[config.mk]
export PLATFORM = sky130hd
export DESIGN_NAME = line_arbiter
export DESIGN_NICKNAME = d
export VERILOG_FILES = /design/src/rtl/line_arb_pkg.sv /design/src/rtl/arb_picker.sv /design/src/rtl/line_arbiter.sv
export SDC_FILE = /design/constraint.sdc
export NUM_CORES = 1
export LEC_CHECK = 0
export ABC_AREA = 1
export ABC_CLOCK_PERIOD_IN_PS = 4700
export BUFFER_PORTS_ARGS = -buffer_cell sky130_fd_sc_hd__buf_2
export CAP_MARGIN = 20
export CORE_AREA = 5 5 533 535
export DETAILED_ROUTE_END_ITERATION = 6
export DIE_AREA = 0 0 538 540
export GPL_TIMING_DRIVEN = 0
export PLACE_DENSITY = 0.33
export SLEW_MARGIN = 20
export SYNTH_ARGS = -nofsm -noshare
export SYNTH_HDL_FRONTEND = slang
export SYNTH_SLANG_ARGS = --single-unit
[constraint.sdc]
create_clock -name clk -period 4.7 [get_ports clk]
set_clock_uncertainty 0.1 [all_clocks]
set_input_delay 0.47 -clock clk [delete_from_list [all_inputs] [get_ports clk]]
set_output_delay 0.47 -clock clk [all_outputs]
set_load 0.01 [all_outputs]
[src/rtl/line_arb_pkg.sv]
`default_nettype none
// ============================================================================
// Module      : line_arb_pkg
// Description : Shared types and constants for the cacheline arbiter.
// Revision    : 1.0 - initial release
// ============================================================================
package line_arb_pkg;

  // Arbitration policy selectors for the PRIO_MODE parameter
  localparam int PRIO_RR    = 0;
  localparam int PRIO_FIXED = 1;

  // Arbiter control states
  typedef enum logic [1:0] {
    ST_IDLE  = 2'd0,
    ST_ISSUE = 2'd1,
    ST_DONE  = 2'd2
  } state_e;

endpackage
`default_nettype wire

[src/rtl/arb_picker.sv]
`default_nettype none
// ============================================================================
// Module      : arb_picker
// Description : Combinational winner selection over a pending vector.
//               mode_i=0: rotating search from start_i, wrapping at the top.
//               mode_i=1: lowest pending index wins, start_i is ignored.
// Revision    : 1.0 - initial release
// ============================================================================
module arb_picker #(
  parameter int NUM_PORTS = 2
) (
  input  logic [NUM_PORTS-1:0]         pending_i,
  input  logic [$clog2(NUM_PORTS)-1:0] start_i,
  input  logic                         mode_i,
  output logic                         valid_o,
  output logic [$clog2(NUM_PORTS)-1:0] idx_o
);

  localparam int IDX_W = $clog2(NUM_PORTS);

  int unsigned cand;

  // Scan from the farthest candidate down to the nearest so the nearest
  // pending port is the last one written and therefore wins.
  always_comb begin
    valid_o = 1'b0;
    idx_o   = '0;
    cand    = 0;
    for (int k = NUM_PORTS - 1; k >= 0; k--) begin
      if (mode_i) begin
        cand = unsigned'(k);
      end else begin
        cand = (unsigned'(int'(start_i)) + unsigned'(k)) % unsigned'(NUM_PORTS);
      end
      if (pending_i[cand]) begin
        valid_o = 1'b1;
        idx_o   = cand[IDX_W-1:0];
      end
    end
  end

endmodule
`default_nettype wire

[src/rtl/line_arbiter.sv]
`default_nettype none
// ============================================================================
// Module      : line_arbiter
// Description : Arbitrates cacheline read/write requests from NUM_PORTS
//               requesters onto a single cacheline adaptor port. One request
//               is in flight at a time: IDLE -> ISSUE -> DONE -> IDLE.
// Revision    : 1.0 - initial release
// ============================================================================
module line_arbiter
  import line_arb_pkg::*;
#(
  parameter int NUM_PORTS  = 2,
  parameter int LINE_WIDTH = 256,
  parameter int ADDR_WIDTH = 32,
  parameter int PRIO_MODE  = 0
) (
  input  logic                                  clk,
  input  logic                                  reset_n,
  input  logic [NUM_PORTS-1:0]                  req_read,
  input  logic [NUM_PORTS-1:0]                  req_write,
  input  logic [NUM_PORTS-1:0][ADDR_WIDTH-1:0]  req_addr,
  input  logic [NUM_PORTS-1:0][LINE_WIDTH-1:0]  req_wdata,
  output logic [NUM_PORTS-1:0]                  req_resp,
  output logic [LINE_WIDTH-1:0]                 req_rdata,
  output logic                                  mem_read,
  output logic                                  mem_write,
  output logic [ADDR_WIDTH-1:0]                 mem_address,
  output logic [LINE_WIDTH-1:0]                 mem_wdata,
  input  logic [LINE_WIDTH-1:0]                 mem_rdata,
  input  logic                                  mem_resp,
  output logic [$clog2(NUM_PORTS)-1:0]          grant_idx,
  output logic                                  busy
);

  localparam int IDX_W = $clog2(NUM_PORTS);
  localparam logic [IDX_W-1:0] LAST_PORT = IDX_W'(NUM_PORTS - 1);

  state_e                  state_q;
  logic [IDX_W-1:0]        grant_idx_q;
  logic [IDX_W-1:0]        rr_ptr_q;     // last granted port, seeds the rotation
  logic                    op_write_q;
  logic                    mem_read_q;
  logic                    mem_write_q;
  logic [ADDR_WIDTH-1:0]   mem_address_q;
  logic [LINE_WIDTH-1:0]   mem_wdata_q;
  logic [LINE_WIDTH-1:0]   req_rdata_q;
  logic [NUM_PORTS-1:0]    req_resp_q;
  logic                    busy_q;

  logic [NUM_PORTS-1:0]    pending;
  logic [IDX_W-1:0]        rr_start;
  logic                    pick_valid;
  logic [IDX_W-1:0]        pick_idx;

  // A port is pending if it asks for either operation; the rotating search
  // begins just after the last winner and wraps to port 0.
  always_comb begin
    pending  = req_read | req_write;
    rr_start = (rr_ptr_q == LAST_PORT) ? '0 : rr_ptr_q + IDX_W'(1);
  end

  arb_picker #(
    .NUM_PORTS (NUM_PORTS)
  ) u_picker (
    .pending_i (pending),
    .start_i   (rr_start),
    .mode_i    (PRIO_MODE == PRIO_FIXED),
    .valid_o   (pick_valid),
    .idx_o     (pick_idx)
  );

  // Control FSM; every output is a register so the adaptor sees clean levels.
  always_ff @(posedge clk or negedge reset_n) begin
    if (!reset_n) begin
      state_q       <= ST_IDLE;
      grant_idx_q   <= '0;
      rr_ptr_q      <= LAST_PORT;
      op_write_q    <= 1'b0;
      mem_read_q    <= 1'b0;
      mem_write_q   <= 1'b0;
      mem_address_q <= '0;
      mem_wdata_q   <= '0;
      req_rdata_q   <= '0;
      req_resp_q    <= '0;
      busy_q        <= 1'b0;
    end else begin
      case (state_q)
        ST_IDLE: begin
          req_resp_q <= '0;
          if (pick_valid) begin
            // Write wins when a port raises both read and write
            grant_idx_q   <= pick_idx;
            rr_ptr_q      <= pick_idx;
            op_write_q    <= req_write[pick_idx];
            mem_read_q    <= ~req_write[pick_idx];
            mem_write_q   <= req_write[pick_idx];
            mem_address_q <= req_addr[pick_idx];
            mem_wdata_q   <= req_wdata[pick_idx];
            busy_q        <= 1'b1;
            state_q       <= ST_ISSUE;
          end
        end
        ST_ISSUE: begin
          // Requester inputs are not looked at here; only the adaptor matters
          if (mem_resp) begin
            mem_read_q  <= 1'b0;
            mem_write_q <= 1'b0;
            if (!op_write_q) begin
              req_rdata_q <= mem_rdata;
            end
            req_resp_q  <= NUM_PORTS'(1) << grant_idx_q;
            state_q     <= ST_DONE;
          end
        end
        ST_DONE: begin
          // Completion pulse lasts this one cycle; no grant is made here
          req_resp_q <= '0;
          busy_q     <= 1'b0;
          state_q    <= ST_IDLE;
        end
        default: begin
          state_q <= ST_IDLE;
        end
      endcase
    end
  end

  assign req_resp    = req_resp_q;
  assign req_rdata   = req_rdata_q;
  assign mem_read    = mem_read_q;
  assign mem_write   = mem_write_q;
  assign mem_address = mem_address_q;
  assign mem_wdata   = mem_wdata_q;
  assign grant_idx   = grant_idx_q;
  assign busy        = busy_q;

endmodule
`default_nettype wire

==> PnR_summary.wiki, run 1 <==
{| class="wikitable"
! Metric !! Value
|-
| Result of the run || complete, no violations
|-
| Core region area || 278400 µm²
|-
| Crit path required time || 5.31 ns
|-
| Most common library cell in the layout ignoring fill and taps || sky130_fd_sc_hd__buf_2
|-
| Critical path type || in2reg
|-
| Worst Path Max Fanout || 10
|-
| Switching fraction of total power || 0.4460
|-
| Vias/cell || 3.388
|-
| Transition at the pin with the smallest max-transition slack || 1.101 ns
|-
| Portion of the post-synthesis area used by sequential elements || 0.5479
|-
| Average size of a mapped cell || 7.655 µm²
|-
| Share of the core filled with cells || 0.1718
|-
| Total Power || 31.01 mW
|-
| Number of setup buffers added after CTS || 0
|-
| IO Pins || 1389
|-
| Slew HR || 0.2634
|-
| Final setup vio count || 0
|-
| Cells taking the most area after synthesis || sky130_fd_sc_hd__dfrtp_1, sky130_fd_sc_hd__nand2_1, sky130_fd_sc_hd__o21ai_1
|-
| Post-DR wirelength/cell || 23.12 µm
|-
| Maxcap violations || 0
|-
| Clock power share || 0.210
|-
| Combinational power share || 0.509
|-
| Maximum achievable frequency || 268.8 MHz
|-
| Biggest cell delay along the critical path || 0.70 ns
|-
| Largest net degree at the start of global routing || 86
|-
| Number of fillers in the final layout || 32188
|-
| Fraction of layout cells with a size suffix above 1 || 0.3069
|-
| Ratio of total power to cell area || 648.2 nW/µm²
|-
| Overall die width || 538 µm
|-
| Max IR drop VDD || 249.4 µV
|-
| Synthesized instance count || 3306
|-
| Number of port buffers || 1388
|-
| Post-detailed-route DRC marker count || 0
|-
| Max-slew violation count || 0
|-
| CP top delay family || buffers and inverters
|-
| Final weighted congestion in routability-driven placement || 0.8932
|-
| First-pass GRT wire length || 288800 µm
|-
| Clock sink count || 554
|-
| Global router's overall resource usage || 0.1426
|-
| Number of nets in the synthesized netlist || 4145
|-
| Cell internal pwr || 17.18 mW
|-
| Overall die height || 540 µm
|-
| Number of hold violations in the final report || 0
|-
| Buffers and inverters on the worst path || 7
|-
| Most frequent cells in the layout || sky130_fd_sc_hd__buf_2, sky130_fd_sc_hd__nand2_1, sky130_fd_sc_hd__dlygate4sd3_1, sky130_fd_sc_hd__dfrtp_1, sky130_fd_sc_hd__inv_1
|-
| Cell area after synthesis || 25310 µm²
|-
| Layout Area Growth over Synthesis || 89.02%
|-
| Number of gates resized after CTS || 0
|-
| Hold-fix buffers, CTS || 789
|-
| Sequential share of power || 0.281
|-
| Synth unique cells || 15
|-
| Initial core utilization || 0.09090
|-
| Number of flip-flops and latches in the synthesized netlist || 554
|-
| Share of Yosys cell area claimed by the top area cell type || 0.5468
|-
| Antenna violations before repair || 84
|-
| Overall die area || 290500 µm²
|-
| Clk buf depth || 4
|-
| Ordered list of cells on the worst path || dlygate4sd3_1, buf_2, nor2_1, dlygate4sd3_1, nand2_1, nand2_1, inv_2, buf_4, buf_2, nand2_1, o21ai_1, dlygate4sd3_1
|-
| Final clock period utilization by the worst path || 0.7915
|-
| Min Clock Period, post-route || 3.720 ns
|-
| Total Negative Setup Slacks || 0 ns
|-
| Count of vias placed by the detailed router || 31823
|-
| Yosys warning total || 0
|-
| Overall routed net length || 217100 µm
|-
| Library cell used as clock root buffer || sky130_fd_sc_hd__clkbuf_16
|-
| Kind of end point of the critical path || flop
|-
| Setup repair after global routing missed its margin || false
|-
| Clock tree from TritonCTS || built
|-
| Post-CTS clock slew at the launch and capture registers of the worst setup and hold paths || 0.06 ns
|-
| Gr ovfl total || 0
|-
| Leakage power figure || 24.93 nW
|-
| Residual antenna-violating net count after detailed routing || 0
|-
| Total Nets Final || 6416
|-
| Switching power summed over all nets || 13.83 mW
|-
| Worst hold-check path type || in2reg
|-
| Launching element type of the critical path || input pin
|-
| Pre-antenna DRT Iters || 6
|-
| Final HPWL from detailed placement || 182500 µm
|-
| Slowest cell on the critical path || sky130_fd_sc_hd__dlygate4sd3_1
|-
| Number of global-route vias before repair || 34041
|-
| CTS H-Tree Depth || 3
|-
| Arr. time, crit path || 4.33 ns
|-
| Most area-hungry cell type in the Yosys netlist || sky130_fd_sc_hd__dfrtp_1
|-
| Starting DRC count in detailed routing || 1644
|-
| Number of core rows || 194
|-
| Later-pin clock latency in the skew report || 0.77 ns
|-
| Total CTS buffers || 84
|}
[worst min-delay path: cells and delay by family]
family                 cells  cell delay [ns]
AOI/OAI and AO/OA          1             0.17
and+or+nand+nor            1             0.15
buffers and inverters      1             0.08
[synthesized netlist by cell type]
cell,n
sky130_fd_sc_hd__buf_2,163
sky130_fd_sc_hd__nor2_1,292
sky130_fd_sc_hd__a21oi_1,3
sky130_fd_sc_hd__o21ai_1,280
sky130_fd_sc_hd__nor2_2,1
sky130_fd_sc_hd__dfrtp_1,553
sky130_fd_sc_hd__buf_6,18
sky130_fd_sc_hd__nand2_1,1397
sky130_fd_sc_hd__inv_2,1
sky130_fd_sc_hd__clkbuf_1,10
sky130_fd_sc_hd__nand3_1,258
sky130_fd_sc_hd__dfstp_2,1
sky130_fd_sc_hd__inv_1,296
sky130_fd_sc_hd__buf_4,21
sky130_fd_sc_hd__o21ai_0,12
[power by group through the flow]
| stage | Sequential, mW | Clock, mW | Combinational, mW |
|---|---|---|---|
| 2_1_floorplan | 9.44 | 0 | 5.11 |
| 3_3_place_gp | 8.74 | 0 | 13.6 |
| 3_5_place_dp | 8.75 | 0 | 13.6 |
| 4_1_cts | 8.71 | 6.78 | 16.2 |
| 5_1_grt | 8.93 | 6.93 | 17.3 |
| 6_report | 8.70 | 6.51 | 15.8 |
[flip-flops by register name, indices dropped and copies added (netlist names)]
register,flops
req_rdata,256
state_q,2
rr_ptr_q,1
mem_wdata,256
busy,1
req_resp,2
mem_read,1
grant_idx,1
mem_address,32
op_write_q,1
mem_write,1
[worst paths after layout]
path | end | cells after the start | start | slack (ns)
setup / recovery | mem_wdata[136] | 12 | req_read[0] | 0.98
hold / removal | mem_wdata[148] | 3 | req_wdata[404] | 0.04
setup reg to reg | req_rdata[142] | 5 | op_write_q | 1.51
hold reg to reg | req_rdata[145] | 2 | req_rdata[145] | 0.36
max in group asynchronous | mem_wdata[219] | 6 | reset_n | 1.97
min in group asynchronous | req_rdata[139] | 2 | reset_n | 0.15
[layer usage]
layer	vias to the layer above	part of all wire	track usage
met5	-	0.00062	0
met1	15370	0.37	0.1519
li1	14739	-	-
met4	22	0.044	0.05418
met2	1375	0.51	0.2651
met3	317	0.076	0.03905
[layout make-up]
class / instances / area (µm²) / share of cell area
antenna: 34 / 85.08 / 0.001779
buffer: 212 / 1216 / 0.02542
clock inverter: 28 / 377.9 / 0.007899
clock buffer: 115 / 2338 / 0.04889
sequential: 554 / 13860 / 0.2898
timing repair buffer: 2185 / 15060 / 0.3148
inverter: 297 / 1115 / 0.02331
multi-input combinational: 2243 / 9121 / 0.1907
tap: 3724 / 4659 / 0.09741
[metrics by stage]
stage | cell area (µm²) | cells | setup slack [ns] | hold WS [ns]
6_report | 47830 | 9392 | 0.9801 | 0.04337
3_3_place_gp | 36910 | 8418 | -11.22 | 0.3480
3_5_place_dp | 37130 | 8425 | 1.232 | 0.3532
5_1_grt | 47790 | 9373 | 0.7371 | 0.01059
4_1_cts | 47740 | 9357 | 0.6786 | 0.0006857
2_1_floorplan | 25310 | 3306 | 3.179 | 0.07441
[kinds of logic after synthesis]
kind of cell           count (synthesis)  synth area share
buffers and inverters                509           0.09201
DFF                                  554            0.5479
AOI/OAI and AO/OA                    295           0.05834
and+or+nand+nor                     1948            0.3018
Note: power is estimated with default switching activity, not from simulation.
==> inputs of run 2 (changes only) <==
ABC_CLOCK_PERIOD_IN_PS = 3250   (was 4700)
clock period = 3.25 ns   (was 4.7 ns; I/O delays follow)
==> PnR_summary.wiki, run 2 (synthesized netlist as in run 1, its figures left out) <==
{| class="wikitable"
! Metric !! Value
|-
| Result of the run || complete, no violations (unchanged)
|-
| Smallest hold slack || 0.08749 ns (was 0.04337 ns)
|-
| First-pass GRT wire length || 289700 µm (was 288800 µm)
|-
| Clock sink count || 554 (unchanged)
|-
| Number of hold violations in the final report || 0 (unchanged)
|-
| Max IR drop VDD || 358.8 µV (was 249.4 µV)
|-
| Number of setup buffers added after CTS || 0 (unchanged)
|-
| Most common library cell in the layout ignoring fill and taps || sky130_fd_sc_hd__buf_2 (unchanged)
|-
| Crit path required time || 3.81 ns (was 5.31 ns)
|-
| IO Pins || 1389 (unchanged)
|-
| Final setup vio count || 0 (unchanged)
|-
| Post-DR wirelength/cell || 23.05 µm (was 23.12 µm)
|-
| Core region area || 278400 µm² (unchanged)
|-
| Library cell used as clock root buffer || sky130_fd_sc_hd__clkbuf_16 (unchanged)
|-
| Overall routed net length || 217500 µm (was 217100 µm)
|-
| Layout Area Growth over Synthesis || 91.00% (was 89.02%)
|-
| Setup repair after global routing missed its margin || false (unchanged)
|-
| Overall die width || 538 µm (unchanged)
|-
| Gr ovfl total || 0 (unchanged)
|-
| Final weighted congestion in routability-driven placement || 0.8932 (unchanged)
|-
| Layout Cell Area excl Fill || 48340 µm² (was 47830 µm²)
|-
| Residual antenna-violating net count after detailed routing || 0 (unchanged)
|-
| Number of fillers in the final layout || 32154 (was 32188)
|-
| Fraction of layout cells with a size suffix above 1 || 0.3049 (was 0.3069)
|-
| Max-slew violation count || 0 (unchanged)
|-
| CTS H-Tree Depth || 3 (unchanged)
|-
| Final HPWL from detailed placement || 182500 µm (unchanged)
|-
| Maxcap violations || 0 (unchanged)
|-
| Post-detailed-route DRC marker count || 0 (unchanged)
|-
| Clk buf depth || 4 (unchanged)
|-
| Count of vias placed by the detailed router || 31945 (was 31823)
|-
| Total CTS buffers || 84 (unchanged)
|-
| Dpl cells || 8425 (unchanged)
|-
| Overall die height || 540 µm (unchanged)
|-
| Min Clock Period, post-route || 3.063 ns
|-
| Leakage power figure || 25.17 nW (was 24.93 nW)
|-
| Worst-case setup margin in the final layout || 0.1867 ns (was 0.9801 ns)
|-
| Number of core rows || 194 (unchanged)
|-
| CP top delay family || buffers and inverters (unchanged)
|-
| Clock tree from TritonCTS || built (unchanged)
|-
| Total Nets Final || 6466 (was 6416)
|-
| Initial core utilization || 0.09090 (unchanged)
|-
| Kind of end point of the critical path || flop (unchanged)
|-
| Launching element type of the critical path || flop (was input pin)
|-
| Ordered list of cells on the worst path || o21ai_1, nand2_1, buf_6, buf_4, buf_4, nor2_1, o21ai_1, dlygate4sd3_1 (was dlygate4sd3_1, buf_2, nor2_1, dlygate4sd3_1, nand2_1, nand2_1, inv_2, buf_4, buf_2, nand2_1, o21ai_1, dlygate4sd3_1)
|-
| Maximum achievable frequency || 326.5 MHz
|-
| Transition at the pin with the smallest max-transition slack || 1.022 ns (was 1.101 ns)
|-
| Slowest cell on the critical path || sky130_fd_sc_hd__dlygate4sd3_1 (unchanged)
|-
| Worst hold-check path type || in2reg (unchanged)
|-
| Placed cell areas || 37130 µm² (unchanged)
|-
| Final clock period utilization by the worst path || 0.9425
|-
| Ratio of total power to cell area || 933.6 nW/µm² (was 648.2 nW/µm²)
|-
| Pre-antenna DRT Iters || 5 (was 6)
|-
| Post-CTS clock slew at the launch and capture registers of the worst setup and hold paths || 0.06 ns (about the same)
|-
| Number of global-route vias before repair || 34296 (was 34041)
|-
| Critical path type || reg2reg (was in2reg)
|-
| Slew HR || 0.3187 (was 0.2634)
|-
| Number of port buffers || 1388 (unchanged)
|-
| Final cell count without fillers || 9434 (was 9392)
|-
| Global router's overall resource usage || 0.1429 (was 0.1426)
|-
| Starting DRC count in detailed routing || 1675 (was 1644)
|-
| Worst Path Max Fanout || 10 (unchanged)
|-
| Arr. time, crit path || 3.62 ns (was 4.33 ns)
|-
| Later-pin clock latency in the skew report || 0.77 ns (about the same)
|-
| Share of the core filled with cells || 0.1736 (was 0.1718)
|-
| Buffers and inverters on the worst path || 4 (was 7)
|-
| Overall die area || 290500 µm² (unchanged)
|-
| Vias/cell || 3.386 (was 3.388)
|-
| Biggest cell delay along the critical path || 0.58 ns (was 0.70 ns)
|-
| Antenna violations before repair || 75 (was 84)
|-
| Most frequent cells in the layout || sky130_fd_sc_hd__buf_2, sky130_fd_sc_hd__nand2_1, sky130_fd_sc_hd__dlygate4sd3_1, sky130_fd_sc_hd__dfrtp_1, sky130_fd_sc_hd__inv_1 (unchanged)
|-
| Worst slack, placed || -0.07308 ns (was 1.232 ns)
|-
| Largest net degree at the start of global routing || 86 (unchanged)
|}
==> run 2: cell types whose count changed in the layout (fill, tap and decap cells not counted), sizes merged <==
cell,delta
buf,+1
diode,-8
dlygate4sd3,+49
==> run 2: repair_timing <==
action | 4_1_cts | 5_1_grt
hold endpoints to repair | 686 | 0
cloned | 0 | 0
setup endpoints to repair | 3 | 1
hold buffers | 840 | 0
resized for setup | 2 | 3
pin swaps | 0 | 0
==> run 2: per-stage QoR <==
step	power (mW)	TNS, ns
finish	45.13	0
global route	48.32	0
CTS	46.05	0
detailed placement	32.38	-0.2035
global placement	32.29	-6788.12
floorplan	21.04	0
==> run 2: final cells by class <==
class / instances / area (µm²) / share of cell area
Buffer: 212 / 1220 / 0.02524
Multi-Input combinational cell: 2243 / 9121 / 0.1887
Clock buffer: 115 / 2338 / 0.04838
Clock inverter: 28 / 377.9 / 0.007817
Tap cell: 3724 / 4659 / 0.09640
Timing Repair Buffer: 2235 / 15570 / 0.3222
Inverter: 297 / 1115 / 0.02306
Sequential cell: 554 / 13860 / 0.2868
Antenna cell: 26 / 65.06 / 0.001346
==> run 2: per-layer routing <==
layer | track usage | vias up | share of wire
met3 | 0.03830 | 326 | 0.073
met1 | 0.1524 | 15443 | 0.37
met5 | 0 | - | 0.00054
li1 | - | 14822 | -
met2 | 0.2654 | 1334 | 0.51
met4 | 0.05590 | 20 | 0.047
==> run 2: worst paths after layout <==
path | slack [ns] | endpoint | cells after the start | from
worst max-delay path | 0.19 | mem_wdata[181] | 8 | rr_ptr_q
worst min-delay path | 0.09 | mem_wdata[241] | 5 | req_wdata[241]
worst max register to register | 0.19 | mem_wdata[181] | 8 | rr_ptr_q
worst min register to register | 0.36 | req_rdata[12] | 2 | req_rdata[12]
max in group asynchronous | 0.48 | mem_wdata[194] | 7 | reset_n
min in group asynchronous | 0.44 | req_rdata[210] | 3 | reset_n
==> run 2: power by group <==
part	total [mW]	switching [mW]	internal [mW]
Combinational	23.1	14.0	9.17
Clock	9.41	3.82	5.59
Sequential	12.6	2.26	10.3
==> run 2: worst reg2reg max path, stage by stage (launching register included) <==
cell,delay [ns]
sky130_fd_sc_hd__dfstp_2,0.36
sky130_fd_sc_hd__o21ai_1,0.09
sky130_fd_sc_hd__nand2_1,0.27
sky130_fd_sc_hd__buf_6,0.30
sky130_fd_sc_hd__buf_4,0.28
sky130_fd_sc_hd__buf_4,0.29
sky130_fd_sc_hd__nor2_1,0.54
sky130_fd_sc_hd__o21ai_1,0.15
sky130_fd_sc_hd__dlygate4sd3_1,0.58
==> inputs of run 3 (changes only) <==
CTS_BUF_LIST = sky130_fd_sc_hd__clkbuf_2 sky130_fd_sc_hd__clkbuf_4 sky130_fd_sc_hd__clkbuf_8   (was default)
==> PnR_summary.wiki, run 3 (synthesized netlist as in run 1, its figures left out) <==
{| class="wikitable"
! Metric !! Value
|-
| Overall die height || 540 µm (unchanged)
|-
| Later-pin clock latency in the skew report || 0.92 ns (was 0.77 ns)
|-
| Worst path depth || 8 (unchanged)
|-
| Clock sink count || 554 (unchanged)
|-
| Clk buf depth || 4 (unchanged)
|-
| Total Nets Final || 6732 (was 6466)
|-
| Core region area || 278400 µm² (unchanged)
|-
| Final HPWL from detailed placement || 182500 µm (unchanged)
|-
| Total Negative Setup Slacks || 0 ns (unchanged)
|-
| Number of fillers in the final layout || 32084 (was 32154)
|-
| Number of port buffers || 1388 (unchanged)
|-
| Overall routed net length || 219600 µm (was 217500 µm)
|-
| Number of stages on the worst hold path || 4 (was 5)
|-
| Max IR drop VDD || 387.6 µV (was 358.8 µV)
|-
| Min Clock Period, post-route || 3.104 ns (was 3.063 ns)
|-
| Count of vias placed by the detailed router || 33216 (was 31945)
|-
| Dpl cells || 8425 (unchanged)
|-
| Fraction of layout cells with a size suffix above 1 || 0.3057 (was 0.3049)
|-
| Biggest cell delay along the critical path || 0.58 ns (about the same)
|-
| Slowest cell on the critical path || sky130_fd_sc_hd__dlygate4sd3_1 (unchanged)
|-
| Most common library cell in the layout ignoring fill and taps || sky130_fd_sc_hd__buf_2 (unchanged)
|-
| Gr ovfl total || 0 (unchanged)
|-
| Slew HR || 0.3025 (was 0.3187)
|-
| Pre-antenna DRT Iters || 5 (unchanged)
|-
| Post-CTS clock slew at the launch and capture registers of the worst setup and hold paths || 0.06 ns (about the same)
|-
| Worst hold-check path type || in2reg (unchanged)
|-
| Post-DR wirelength/cell || 22.51 µm (was 23.05 µm)
|-
| Largest net degree at the start of global routing || 86 (unchanged)
|-
| Final setup vio count || 0 (unchanged)
|-
| Final cell count without fillers || 9756 (was 9434)
|-
| Overall die width || 538 µm (unchanged)
|-
| Initial core utilization || 0.09090 (unchanged)
|-
| Total Power || 45.22 mW (was 45.13 mW)
|-
| FF-to-FF path depth || 8 (unchanged)
|-
| Vias/cell || 3.405 (was 3.386)
|-
| Share of the core filled with cells || 0.1822 (was 0.1736)
|-
| Most frequent cells in the layout || sky130_fd_sc_hd__buf_2, sky130_fd_sc_hd__nand2_1, sky130_fd_sc_hd__dlygate4sd3_1, sky130_fd_sc_hd__dfrtp_1, sky130_fd_sc_hd__inv_1 (unchanged)
|-
| Buffers and inverters on the worst path || 4 (unchanged)
|-
| Worst Path Max Fanout || 10 (unchanged)
|-
| Layout Area Growth over Synthesis || 100.4% (was 91.00%)
|-
| Post-detailed-route DRC marker count || 0 (unchanged)
|-
| Antenna violations before repair || 76 (was 75)
|-
| Starting DRC count in detailed routing || 1609 (was 1675)
|-
| Kind of end point of the critical path || flop (unchanged)
|-
| Number of global-route vias before repair || 35744 (was 34296)
|-
| Final weighted congestion in routability-driven placement || 0.8932 (unchanged)
|-
| Global router's overall resource usage || 0.1444 (was 0.1429)
|-
| Ordered list of cells on the worst path || o21ai_1, nand2_1, buf_6, buf_4, buf_4, nor2_1, o21ai_1, dlygate4sd3_1 (unchanged)
|-
| Library cell used as clock root buffer || sky130_fd_sc_hd__clkbuf_8 (was sky130_fd_sc_hd__clkbuf_16)
|-
| Overall die area || 290500 µm² (unchanged)
|-
| First-pass GRT wire length || 294400 µm (was 289700 µm)
|-
| IO Pins || 1389 (unchanged)
|-
| Number of hold violations in the final report || 0 (unchanged)
|-
| Leakage power figure || 26.27 nW (was 25.17 nW)
|-
| Clock tree from TritonCTS || built (unchanged)
|-
| Ratio of total power to cell area || 891.5 nW/µm² (was 933.6 nW/µm²)
|-
| Launching element type of the critical path || flop (unchanged)
|-
| CTS H-Tree Depth || 3 (unchanged)
|-
| Maximum achievable frequency || 322.1 MHz (was 326.5 MHz)
|-
| Residual antenna-violating net count after detailed routing || 0 (unchanged)
|-
| Setup repair after global routing missed its margin || false (unchanged)
|-
| Max-slew violation count || 0 (unchanged)
|-
| Critical path type || reg2reg (unchanged)
|-
| Arr. time, crit path || 3.81 ns (was 3.62 ns)
|-
| Maxcap violations || 0 (unchanged)
|-
| Transition at the pin with the smallest max-transition slack || 1.046 ns (was 1.022 ns)
|-
| Crit path required time || 3.96 ns (was 3.81 ns)
|-
| Number of core rows || 194 (unchanged)
|-
| Final clock period utilization by the worst path || 0.9551 (was 0.9425)
|-
| Result of the run || complete, no violations (unchanged)
|-
| Total CTS buffers || 124 (was 84)
|-
| CP top delay family || buffers and inverters (unchanged)
|}
## run 3: cell types whose count changed in the layout (fill, tap and decap cells not counted), sizes merged
cell         delta
clkinvlp        -2
inv             -2
diode          +17
clkinv          -3
dlygate4sd3   +226
clkbuf         +86
## run 3: area by class of cell
cell class | count | area [µm²] | area share
Timing Repair Buffer | 2461 | 17840 | 0.3517
Sequential cell | 554 | 13860 | 0.2733
Multi-Input combinational cell | 2243 | 9121 | 0.1798
Tap cell | 3724 | 4659 | 0.09186
Clock buffer | 201 | 2497 | 0.04924
Buffer | 212 | 1220 | 0.02405
Inverter | 297 | 1115 | 0.02198
Clock inverter | 21 | 299.0 | 0.005896
Antenna cell | 43 | 107.6 | 0.002121
## run 3: stage by stage
stage	cell area [µm²]	worst slack (ns)	hold slack [ns]
detailed placement	37130	-0.07308	0.2217
floorplan	25310	1.783	-0.07059
global route	50680	0.01131	0.03470
global placement	36910	-12.53	0.3480
CTS	50610	0.01945	0.003158
finish	50720	0.1458	0.1669
## run 3: worst paths after layout
path,startpoint,end,slack [ns]
worst min-delay path,req_wdata[393],mem_wdata[137],0.17
worst max register to register,rr_ptr_q,mem_wdata[181],0.15
worst max-delay path,rr_ptr_q,mem_wdata[181],0.15
worst min register to register,req_rdata[12],req_rdata[12],0.37
max in group asynchronous,reset_n,mem_wdata[194],0.69
min in group asynchronous,reset_n,req_rdata[210],0.47
## run 3: power breakdown
| part | total [mW] | switching (mW) | leakage, nW | internal [mW] |
|---|---|---|---|---|
| Combinational | 23.4 | 14.0 | 18.0 | 9.38 |
| Sequential | 12.6 | 2.27 | 6.81 | 10.3 |
| Clock | 9.22 | 3.84 | 1.49 | 5.38 |
| Total | 45.2 | 20.1 | 26.3 | 25.1 |
## run 3: metal layers
metal	global-route usage	share of wire	routed length [µm]	vias up
met4	0.06300	0.052	11470	26
met3	0.04007	0.078	17070	362
met5	0	0.00083	182	-
li1	-	-	-	15385
met1	0.1532	0.36	79900	16013
met2	0.2652	0.51	110900	1430
## run 3: tightest hold or removal path, cell delays in order
cell	delay [ns]
sky130_fd_sc_hd__dlygate4sd3_1	0.54
sky130_fd_sc_hd__buf_2	0.12
sky130_fd_sc_hd__nor2_1	0.05
sky130_fd_sc_hd__o21ai_1	0.12
## run 3: repair_timing
item                                     CTS  global route
setup buffers                              0             0
gates resized for setup                    2             3
endpoints found under the setup margin     3             1
hold buffers                            1066             0
hold endpoints to repair                 686             0
cloned                                     0             0
